$ cat src/rtl/serial_frame_tx.sv
// -----------------------------------------------------------------------------
// serial_frame_tx
//
// Transmit end of the single-wire serial link. A WIDTH-bit word is accepted
// over a valid/ready handshake and sent as: start bit (0), data LSB first,
// stop bit (1). Each bit is held on the line for CLKS_PER_BIT clock cycles.
//
// Optional feature (compile-time macro SERIAL_FRAME_TX_PARITY_EN):
//   When defined, an even-parity bit (XOR of the data bits of the accepted
//   word) is sent between the last data bit and the stop bit.
//
// Parameters:
//   WIDTH         data bits per frame (>= 1)
//   CLKS_PER_BIT  clock cycles per serial bit (>= 1)
//
// Ports:
//   clk        in   single clock, rising edge
//   rest       in   asynchronous active-high reset; forces idle immediately
//   tx_data    in   word to send, sampled only on accept
//   tx_valid   in   producer has a word
//   tx_ready   out  block can accept a word (high only in IDLE)
//   tx_serial  out  serial line, idles high
//   tx_busy    out  frame in progress
//   tx_done    out  one-cycle pulse on return to IDLE after the stop bit
//
// All outputs come straight from flops; tx_ready has no combinational path
// from tx_valid.
// -----------------------------------------------------------------------------
module serial_frame_tx #(
    parameter int WIDTH        = 8,
    parameter int CLKS_PER_BIT = 4
) (
    input  logic             clk,
    input  logic             rest,
    input  logic [WIDTH-1:0] tx_data,
    input  logic             tx_valid,
    output logic             tx_ready,
    output logic             tx_serial,
    output logic             tx_busy,
    output logic             tx_done
);

    localparam int CNT_W = (CLKS_PER_BIT > 1) ? $clog2(CLKS_PER_BIT) : 1;
    localparam int IDX_W = (WIDTH > 1) ? $clog2(WIDTH) : 1;
    localparam logic [CNT_W-1:0] CNT_LAST = CNT_W'(CLKS_PER_BIT - 1);
    localparam logic [IDX_W-1:0] IDX_LAST = IDX_W'(WIDTH - 1);

    typedef enum logic [2:0] {
        S_IDLE   = 3'd0,
        S_START  = 3'd1,
        S_DATA   = 3'd2,
`ifdef SERIAL_FRAME_TX_PARITY_EN
        S_PARITY = 3'd3,
`endif
        S_STOP   = 3'd4
    } state_t;

    state_t           state, state_n;
    logic [CNT_W-1:0] cnt, cnt_n;
    logic [IDX_W-1:0] bit_idx, idx_n;
    logic [WIDTH-1:0] shreg, shreg_n;
    logic [WIDTH-1:0] shreg_shifted;
    logic             bit_end;
    logic             serial_n, ready_n, busy_n, done_n;
`ifdef SERIAL_FRAME_TX_PARITY_EN
    logic             parity_q, parity_n;
`endif

    assign bit_end       = (cnt == CNT_LAST);
    assign shreg_shifted = shreg >> 1;

    // Next-state and next-output logic. The outputs are computed one cycle
    // ahead so that the registered line value lines up with the state it
    // belongs to.
    always_comb begin
        // NOTE: every signal gets a default before the case so that no path
        // leaves it unassigned, which would otherwise infer a latch.
        state_n  = state;
        cnt_n    = cnt;
        idx_n    = bit_idx;
        shreg_n  = shreg;
        serial_n = 1'b1;
        ready_n  = 1'b0;
        busy_n   = 1'b1;
        done_n   = 1'b0;
`ifdef SERIAL_FRAME_TX_PARITY_EN
        parity_n = parity_q;
`endif

        // The cycle counter runs in every non-idle state and wraps on each
        // bit boundary.
        if (state != S_IDLE) begin
            cnt_n = bit_end ? '0 : cnt + CNT_W'(1);
        end

        case (state)
            S_IDLE: begin
                ready_n = 1'b1;
                busy_n  = 1'b0;
                cnt_n   = '0;
                // tx_ready is high whenever the state is IDLE, so tx_valid
                // alone completes the handshake here.
                if (tx_valid) begin
                    state_n  = S_START;
                    shreg_n  = tx_data;
                    idx_n    = '0;
                    serial_n = 1'b0;
                    ready_n  = 1'b0;
                    busy_n   = 1'b1;
`ifdef SERIAL_FRAME_TX_PARITY_EN
                    parity_n = ^tx_data;
`endif
                end
            end

            S_START: begin
                serial_n = 1'b0;
                if (bit_end) begin
                    state_n  = S_DATA;
                    serial_n = shreg[0];
                end
            end

            S_DATA: begin
                serial_n = shreg[0];
                if (bit_end) begin
                    if (bit_idx == IDX_LAST) begin
`ifdef SERIAL_FRAME_TX_PARITY_EN
                        state_n  = S_PARITY;
                        serial_n = parity_q;
`else
                        state_n  = S_STOP;
                        serial_n = 1'b1;
`endif
                    end else begin
                        idx_n    = bit_idx + IDX_W'(1);
                        shreg_n  = shreg_shifted;
                        serial_n = shreg_shifted[0];
                    end
                end
            end

`ifdef SERIAL_FRAME_TX_PARITY_EN
            S_PARITY: begin
                serial_n = parity_q;
                if (bit_end) begin
                    state_n  = S_STOP;
                    serial_n = 1'b1;
                end
            end
`endif

            S_STOP: begin
                serial_n = 1'b1;
                if (bit_end) begin
                    // Return to IDLE: the done pulse coincides with the first
                    // ready cycle, so a back-to-back accept is possible here.
                    state_n = S_IDLE;
                    done_n  = 1'b1;
                    ready_n = 1'b1;
                    busy_n  = 1'b0;
                end
            end

            default: begin
                state_n = S_IDLE;
                cnt_n   = '0;
                ready_n = 1'b1;
                busy_n  = 1'b0;
            end
        endcase
    end

    // NOTE: sequential state uses non-blocking assignments so every flop
    // samples the values from before the edge, independent of statement order.
    always_ff @(posedge clk or posedge rest) begin
        if (rest) begin
            state     <= S_IDLE;
            cnt       <= '0;
            bit_idx   <= '0;
            shreg     <= '0;
            tx_serial <= 1'b1;
            tx_ready  <= 1'b1;
            tx_busy   <= 1'b0;
            tx_done   <= 1'b0;
        end else begin
            state     <= state_n;
            cnt       <= cnt_n;
            bit_idx   <= idx_n;
            shreg     <= shreg_n;
            tx_serial <= serial_n;
            tx_ready  <= ready_n;
            tx_busy   <= busy_n;
            tx_done   <= done_n;
        end
    end

`ifdef SERIAL_FRAME_TX_PARITY_EN
    always_ff @(posedge clk or posedge rest) begin
        if (rest) begin
            parity_q <= 1'b0;
        end else begin
            parity_q <= parity_n;
        end
    end
`endif

endmodule

$ cat config.mk
export PLATFORM = sky130hd
export DESIGN_NAME = serial_frame_tx
export DESIGN_NICKNAME = d
export VERILOG_FILES = /design/src/rtl/serial_frame_tx.sv
export SDC_FILE = /design/constraint.sdc
export NUM_CORES = 1
export LEC_CHECK = 0
export CAP_MARGIN = 25
export CORE_MARGIN = 1.5
export CORE_UTILIZATION = 49
export CTS_CLUSTER_DIAMETER = 120
export DETAILED_ROUTE_END_ITERATION = 6
export GPL_ROUTABILITY_DRIVEN = 1
export HOLD_SLACK_MARGIN = 0.08
export PLACE_DENSITY = 0.7
export SLEW_MARGIN = 30
export SYNTH_ARGS = -nofsm -noshare
export SYNTH_HDL_FRONTEND = slang
export SYNTH_SLANG_ARGS = --single-unit
$ cat constraint.sdc
create_clock -name clk -period 4.1 [get_ports clk]
set_input_delay 0.615 -clock clk [delete_from_list [all_inputs] [get_ports clk]]
set_output_delay 0.615 -clock clk [all_outputs]
set_load 0.005 [all_outputs]
==> results of run 1 <==
## cells by family (layout without fill, tap and decap cells)
kind of cell	after synthesis	count (layout)	synth area share, %
multiplexers	19	19	24.4
XOR/XNOR	1	1	0.812
AND/OR/NAND/NOR	22	22	11.6
flip-flops	20	20	46.6
buffers and inverters	11	24	5.80
AO/OA/AOI/OAI	11	11	7.31
adder cells (fa/ha/maj)	3	3	3.48
## power by group
part	internal [mW]	switching, mW
Sequential	0.278	0.0682
Clock	0.0542	0.0583
Combinational	0.180	0.103
## stage by stage
step | utilization (%) | std cells
final | 61.9 | 127
after global routing | 61.9 | 127
after CTS | 61.9 | 127
after detailed placement | 60.1 | 123
after global placement | 60.1 | 123
after floorplan | - | 87
## state kept, by name (all words and copies together), names as in the netlist
| register | flops |
|---|---|
| shreg | 8 |
| bit_idx | 3 |
| state | 3 |
| cnt | 2 |
| tx_busy | 1 |
| tx_done | 1 |
| tx_ready | 1 |
| tx_serial | 1 |
## path summary, 6_finish.rpt
path	start	end	slack, ns	cells after the start
worst max-delay path	state[1]$_DFFE_PP0P_	shreg[5]$_DFFE_PP0P_	1.90	3
worst min-delay path	cnt[0]$_DFFE_PP0P_	cnt[0]$_DFFE_PP0P_	0.45	1
worst max register to register	state[1]$_DFFE_PP0P_	shreg[5]$_DFFE_PP0P_	1.90	3
worst min register to register	cnt[0]$_DFFE_PP0P_	cnt[0]$_DFFE_PP0P_	0.45	1
max in group asynchronous	rest	shreg[6]$_DFFE_PP0P_	2.91	2
min in group asynchronous	rest	state[0]$_DFFE_PP0P_	0.73	2
## critical path, cell delays in order, from the launching register on
cell	delay (ns)
sky130_fd_sc_hd__dfrtp_1	0.61
sky130_fd_sc_hd__nor3b_2	0.84
sky130_fd_sc_hd__mux2_1	0.38
sky130_fd_sc_hd__mux2_2	0.26
## synth_stat cells, drive strengths merged
master   count  area, µm²
nor2         7       26.3
nor2b        4       25.0
o32a         1       10.0
dfstp        2       52.6
nor4b        1       8.76
nand2        3       11.3
xor2         1       8.76
a21oi        2       10.0
dfrtp       18        450
or3          1       6.26
a22oi        1       7.51
nor3         2       10.0
a211oi       1       12.5
buf          5       40.0
mux2i        3       30.0
mux2        16        233
o21ai        3       15.0
o32ai        1       8.76
nand2b       1       6.26
nand3b       1       11.3
inv          5       18.8
a2bb2oi      1       8.76
ha           3       37.5
clkbuf       1       3.75
nor3b        2       20.0
a31oi        1       6.26
## metal layers
metal  GRT usage, %  wire length, µm  vias to the layer above
li1               -                -                      328
met1           21.1              847                      306
met2           24.2              737                       11
met3           6.67               70                        2
met4           4.17               11                        0
met5              0                0                        -
## area by class of cell
type | instances | area [µm²]
timing repair buffer | 15 | 148
fill | 162 | 769
clock buffer | 4 | 36.3
sequential | 20 | 503
inverter | 5 | 18.8
multi-input combinational | 56 | 513
tap | 27 | 33.8
==> run summary, run 1 <==
The run gives 1.90 ns as the pre-CTS setup slack. The portion of the clock cycle consumed by the worst path in the final layout came out at 53.7%. At the worst endpoint, the arrival time is 2.39 ns. The worst slew margin relative to its limit was 37.1%. Row generation in the floorplan step produced 16 rows. The tools report the worst setup slack after layout as 1.90 ns. The library cells used most frequently in the layout, excluding fill and tap cells, are 18 x sky130_fd_sc_hd__dfrtp_1, 14 x sky130_fd_sc_hd__mux2_4, 14 x sky130_fd_sc_hd__clkdlybuf4s50_1, 7 x sky130_fd_sc_hd__nor2_1, 5 x sky130_fd_sc_hd__inv_1. At the later pin of the worst-skew pair, clock insertion delay measures 0.30 ns.

TritonCTS built the clock tree. The buffer cell driving the clock tree root is sky130_fd_sc_hd__clkbuf_4. STA classifies the critical path endpoint as a register. The number of distinct standard cells referenced by the synthesized netlist came out at 31.

The number of vias per cell works out to 5.09. Setup repair after global routing left no endpoint under its margin. For the number of endpoints with negative hold slack in the final report, the log shows 0. The violation count after the first detailed-routing iteration is 10, and the number of cells upsized or downsized after cts is 0. The area growth from synthesis to layout is 16.1%. By startpoint and endpoint, the worst setup path is classified as register to register.

After clock tree synthesis, the clock-pin slew on the worst setup and hold paths is 0.11 ns. The count of nets left with antenna violations once routing finished came out at 0. The die outline height came out at 49.9 µm. The routed layout has 647 vias. The initial utilization of the core area, before any placement, comes to 53.3%.

The clock sink count is 20. Setup violations remaining at the end of the flow were counted as 0. The number of register bits inferred by synthesis was 20; the final standard cell area without fillers was 1250 µm².

The static leakage was 0.555 nW. The post-synthesis average cell area is 12.4 µm². The commonest non-fill, non-tap cell in the layout is sky130_fd_sc_hd__dfrtp_1. The final total power is 0.742 mW, and the number of warnings reported in the yosys synthesis log is 0. The total congestion overflow was 0; the required time reported for the critical path endpoint was 4.29 ns. After the last flow step, the layout net total stands at 115. Counting every net in the synthesized netlist gives 101. The total global routing track utilization came out at 16.0%.

For this run, design rule violations remaining after detail routing come to 0. In this run the standard cell core region covers 2020 µm². The category of the worst setup path launch point is a register. The tools report the maximum count of clock buffers along a single path as 2.

Summed over all failing endpoints, the final setup total negative slack is 0 ns. The logs give 1080 µm² for the netlist area before placement and 0.775 for the routability-driven placement congestion ratio. Biggest fanout along the worst timing path: 15.

For the H-tree depth reported by CTS, the log shows 1. The worst hold-check slack is 0.452 ns, and the max-slew violation total from the final report is 0. The wire-length estimate of the detail-placed layout is 1150 µm. The via count of the first global-routing pass was 669.

Across the run, the number of max-cap violations was 0. The register area share after synthesis was 46.6%. For the pin with the worst max-slew slack, the measured transition is 0.940 ns. After detailed routing, the total wire length is 1670 µm. For this design the top-level I/O count stands at 15. The run gives 0 as the count of inserted antenna diode cells.

From left edge to right edge, the die measures 49.9 µm. The class of the tightest hold or removal check is register to register. For the cell area after placement, the log shows 1220 µm². Buffers inserted to repair hold after CTS numbered 0. IR analysis of the VDD net gives a maximum drop of 316 µV. The die covers 2490 µm². Clock skew on the completed layout was measured at 0.00675 ns.

For this run, the detailed router's first-pass iteration total came to 3. Entering global routing, the biggest net connects 21 pins. The first-pass GRT wire length is 2980 µm, and the clock period minus final worst setup slack is 2.20 ns. Power spread over the standard cell area amounts to 593 nW/µm². Buffers placed on the I/O ports in this run total 14. Counting every instance in the synthesized netlist gives 87. Per-cell routed wire length: 13.1 µm. In the final layout, the share of cells above drive strength 1 is 25.0%.

The post-CTS setup buffer count is 0. The flow ran to the end, and the final reports show no timing, DRC or antenna violations. Clock tree synthesis inserted a total of 3 buffers.

The logs give 0 for the number of antenna violations at the first check in global routing and 455 MHz for the achievable frequency.
(Power assumes the default switching activity.)
==> run 2, diff against run 1 <==
==> constraint.sdc (replaced) <==
create_clock -name clk -period 2.2 [get_ports clk]
set_input_delay 0.33 -clock clk [delete_from_list [all_inputs] [get_ports clk]]
set_output_delay 0.33 -clock clk [all_outputs]
set_load 0.005 [all_outputs]
==> run 2 against run 1 <==
Count of clock-buffer cells in the layout stayed put. Sequential share of layout area fell by 0.71 points. Via count grew 1.5%. Final cell count grew 2.4%. Largest cell class unchanged. Highest routed layer unchanged.
==> run summary, run 2 (synthesis results as in run 1) <==
Clock latency reported for the late side of the worst-skew pair: 0.30 ns (about the same). The number of nets in the final layout came out at 118 (was 115). The launch point of the worst path was bit_idx[0]$_DFFE_PP0P_ (was state[1]$_DFFE_PP0P_). The number of nets with antenna violations after detailed routing was 0 (unchanged). The number of flip-flops in the largest register was 8 (unchanged); the count of buffers inserted at the top-level ports was 14 (unchanged).

The H-tree depth reported by CTS is 1 (unchanged), and the per-cell routed wire length is 12.9 µm (was 13.1 µm). The number of vias per cell was 5.05 (was 5.09). The commonest non-fill, non-tap cell in the layout was sky130_fd_sc_hd__dfrtp_1 (unchanged).

Top flop regs: shreg: 8 flops, bit_idx: 3 flops, state: 3 flops (unchanged). Commonest non-fill, non-tap cells in the layout: 18 x sky130_fd_sc_hd__dfrtp_1, 14 x sky130_fd_sc_hd__mux2_4, 14 x sky130_fd_sc_hd__clkdlybuf4s50_1, 7 x sky130_fd_sc_hd__nor2_1, 5 x sky130_fd_sc_hd__inv_1 (unchanged). The class of the tightest hold or removal check was input pin to async pin (was register to register). The die footprint was 2490 µm² (unchanged); the violation count after the first detailed-routing iteration was 3 (was 10).

The reported max-cap violation count is 0 (unchanged), and the worst hold-check slack is 0.446 ns (was 0.452 ns). The number of buffers created by CTS is 3 (unchanged). The transition time at the pin with the least slew margin is 0.727 ns (was 0.940 ns).

The post-CTS setup buffer count was 0 (unchanged). The top-level I/O count was 15 (unchanged); the number of remaining DRC errors was 0 (unchanged). The clock period minus final worst setup slack came out at 1.97 ns (was 2.20 ns).

The die outline height works out to 49.9 µm (unchanged). The tools report the number of endpoints with negative hold slack in the final report as 0 (unchanged). Portion of the clock cycle consumed by the worst path in the final layout: 89.5% (was 53.7%). The routability-driven placement congestion ratio came out at 0.741 (was 0.775). The die width came out at 49.9 µm (unchanged). The logs give 0 (unchanged) for the number of endpoints failing setup at the final stage and 1670 µm (about the same) for the sum of routed wire length over all layers. The ratio of total power to cell area was 1100 nW/µm² (was 593 nW/µm²).

The critical path endpoint category is a register (unchanged). The category of the worst setup path launch point is a register (unchanged). The tools report the worst setup slack after layout as 0.232 ns (was 1.90 ns).

Start-to-end type of the worst setup path: register to register (unchanged). Cell area after placement: 1240 µm² (was 1220 µm²). For the count of inserted antenna diode cells, the log shows 0 (unchanged).

Clock slew at the register clock pins of the worst setup and hold paths: 0.11 ns (about the same). For the data arrival time of the critical path, the log shows 2.17 ns (was 2.39 ns). The static leakage was 0.571 nW (was 0.555 nW); the layout overhead on the synthesized area was 18.2% (was 16.1%). The buffer cell driving the clock tree root is sky130_fd_sc_hd__clkbuf_4 (unchanged).

The run gives 126 (was 123) as the placed cell count. The tools report the origin of the critical flop-to-flop path as bit_idx[0]$_DFFE_PP0P_ (was state[1]$_DFFE_PP0P_). The logs give 1270 µm² (was 1250 µm²) for the final standard cell area without fillers and 0.220 ns (was 1.90 ns) for the pre-CTS setup slack. Setup repair after global routing left no endpoint under its margin.

The run gives 0.00399 ns (was 0.00675 ns) as the largest clock skew in the final design. Number of cells upsized or downsized after cts: 0 (unchanged). The max-slew violation total from the final report was 0 (unchanged). The total congestion overflow was 0 (unchanged). The tools report the detailed-router iteration count before antenna repair as 2 (was 3).

The tools report the total global routing track utilization as 16.2% (was 16.0%). For the count of hold-fix buffers inserted at cts, the log shows 0 (unchanged). The run gives 508 MHz (was 455 MHz) as the achievable frequency. The run gives 21 (unchanged) as the pin count of the biggest net entering global routing.

The share of layout cells above drive strength 1 was 27.2% (was 25.0%); the effective utilization at floorplan was 53.3% (unchanged). The worst slew margin relative to its limit is 51.5% (was 37.1%). Via count of the first global-routing pass: 723 (was 669).

TritonCTS built the clock tree. The run finished with clean final reports. The register with the most flip-flops was shreg (unchanged). Number of antenna violations at the first check in global routing: 0 (unchanged). The sum of negative setup slack came out at 0 ns (unchanged). The run gives 2.40 ns (was 4.29 ns) as the required time reported for the critical path endpoint.

The tools report the routed via count as 657 (was 647). The number of cell rows was 16 (unchanged). For the maximum count of clock buffers along a single path, the log shows 2 (unchanged). The placeable core area is 2020 µm² (unchanged), and the biggest fanout along the worst timing path is 11 (was 15). For the first-pass GRT wire length, the log shows 2980 µm (unchanged).

The tools report the peak ir drop on the vdd network as 638 µV (was 316 µV). The run gives 20 (unchanged) as the clock sink count. The HPWL after detailed placement was 1160 µm (was 1150 µm); the final non-filler cell total was 130 (was 127).
[run 2: changes by cell type in the layout (fill, tap and decap cells not counted), sizes merged]
cell | previous run | this run
buf | 1 | 4
[run 2: final timing paths]
kind	slack, ns	cells after the start	end
max	0.23	6	shreg[5]$_DFFE_PP0P_
min	0.45	2	shreg[1]$_DFFE_PP0P_
max reg2reg	0.23	6	shreg[5]$_DFFE_PP0P_
min reg2reg	0.45	1	cnt[0]$_DFFE_PP0P_
max in group asynchronous	1.30	2	cnt[1]$_DFFE_PP0P_
min in group clk	0.45	1	cnt[0]$_DFFE_PP0P_
[run 2: worst max-delay path, cell delays in order, from the launching register on]
cell	delay, ns
sky130_fd_sc_hd__dfrtp_1	0.41
sky130_fd_sc_hd__ha_1	0.20
sky130_fd_sc_hd__ha_1	0.22
sky130_fd_sc_hd__nand3b_2	0.22
sky130_fd_sc_hd__a211oi_2	0.22
sky130_fd_sc_hd__buf_4	0.25
sky130_fd_sc_hd__mux2_2	0.35
[run 2: area by class of cell]
class                           count  area (µm²)
Timing Repair Buffer               18         170
Sequential cell                    20         503
Tap cell                           27        33.8
Clock buffer                        4        36.3
Multi-Input combinational cell     56         513
Fill cell                         146         747
Inverter                            5        18.8
[run 2: metrics by stage]
step                      util [%]  power, mW
after floorplan                  -       1.06
after global placement        61.3       1.18
after detailed placement      61.3       1.20
after CTS                     63.1       1.42
after global routing          63.1       1.51
final                         63.1       1.40
[run 2: power by group]
| group | leakage, nW | switching, mW | internal [mW] |
|---|---|---|---|
| registers | 0.243 | 0.0998 | 0.519 |
| logic | 0.306 | 0.220 | 0.353 |
| clock network | 0.0210 | 0.109 | 0.101 |
| total | 0.571 | 0.428 | 0.973 |
[run 2: metal layers]
metal  GRT usage (%)  vias to the layer above  wire, µm
li1                -                      332         -
met1            19.6                      310       803
met2            26.7                       11       790
met3            2.73                        4        45
met4            9.72                        0        34
met5               0                        -         0
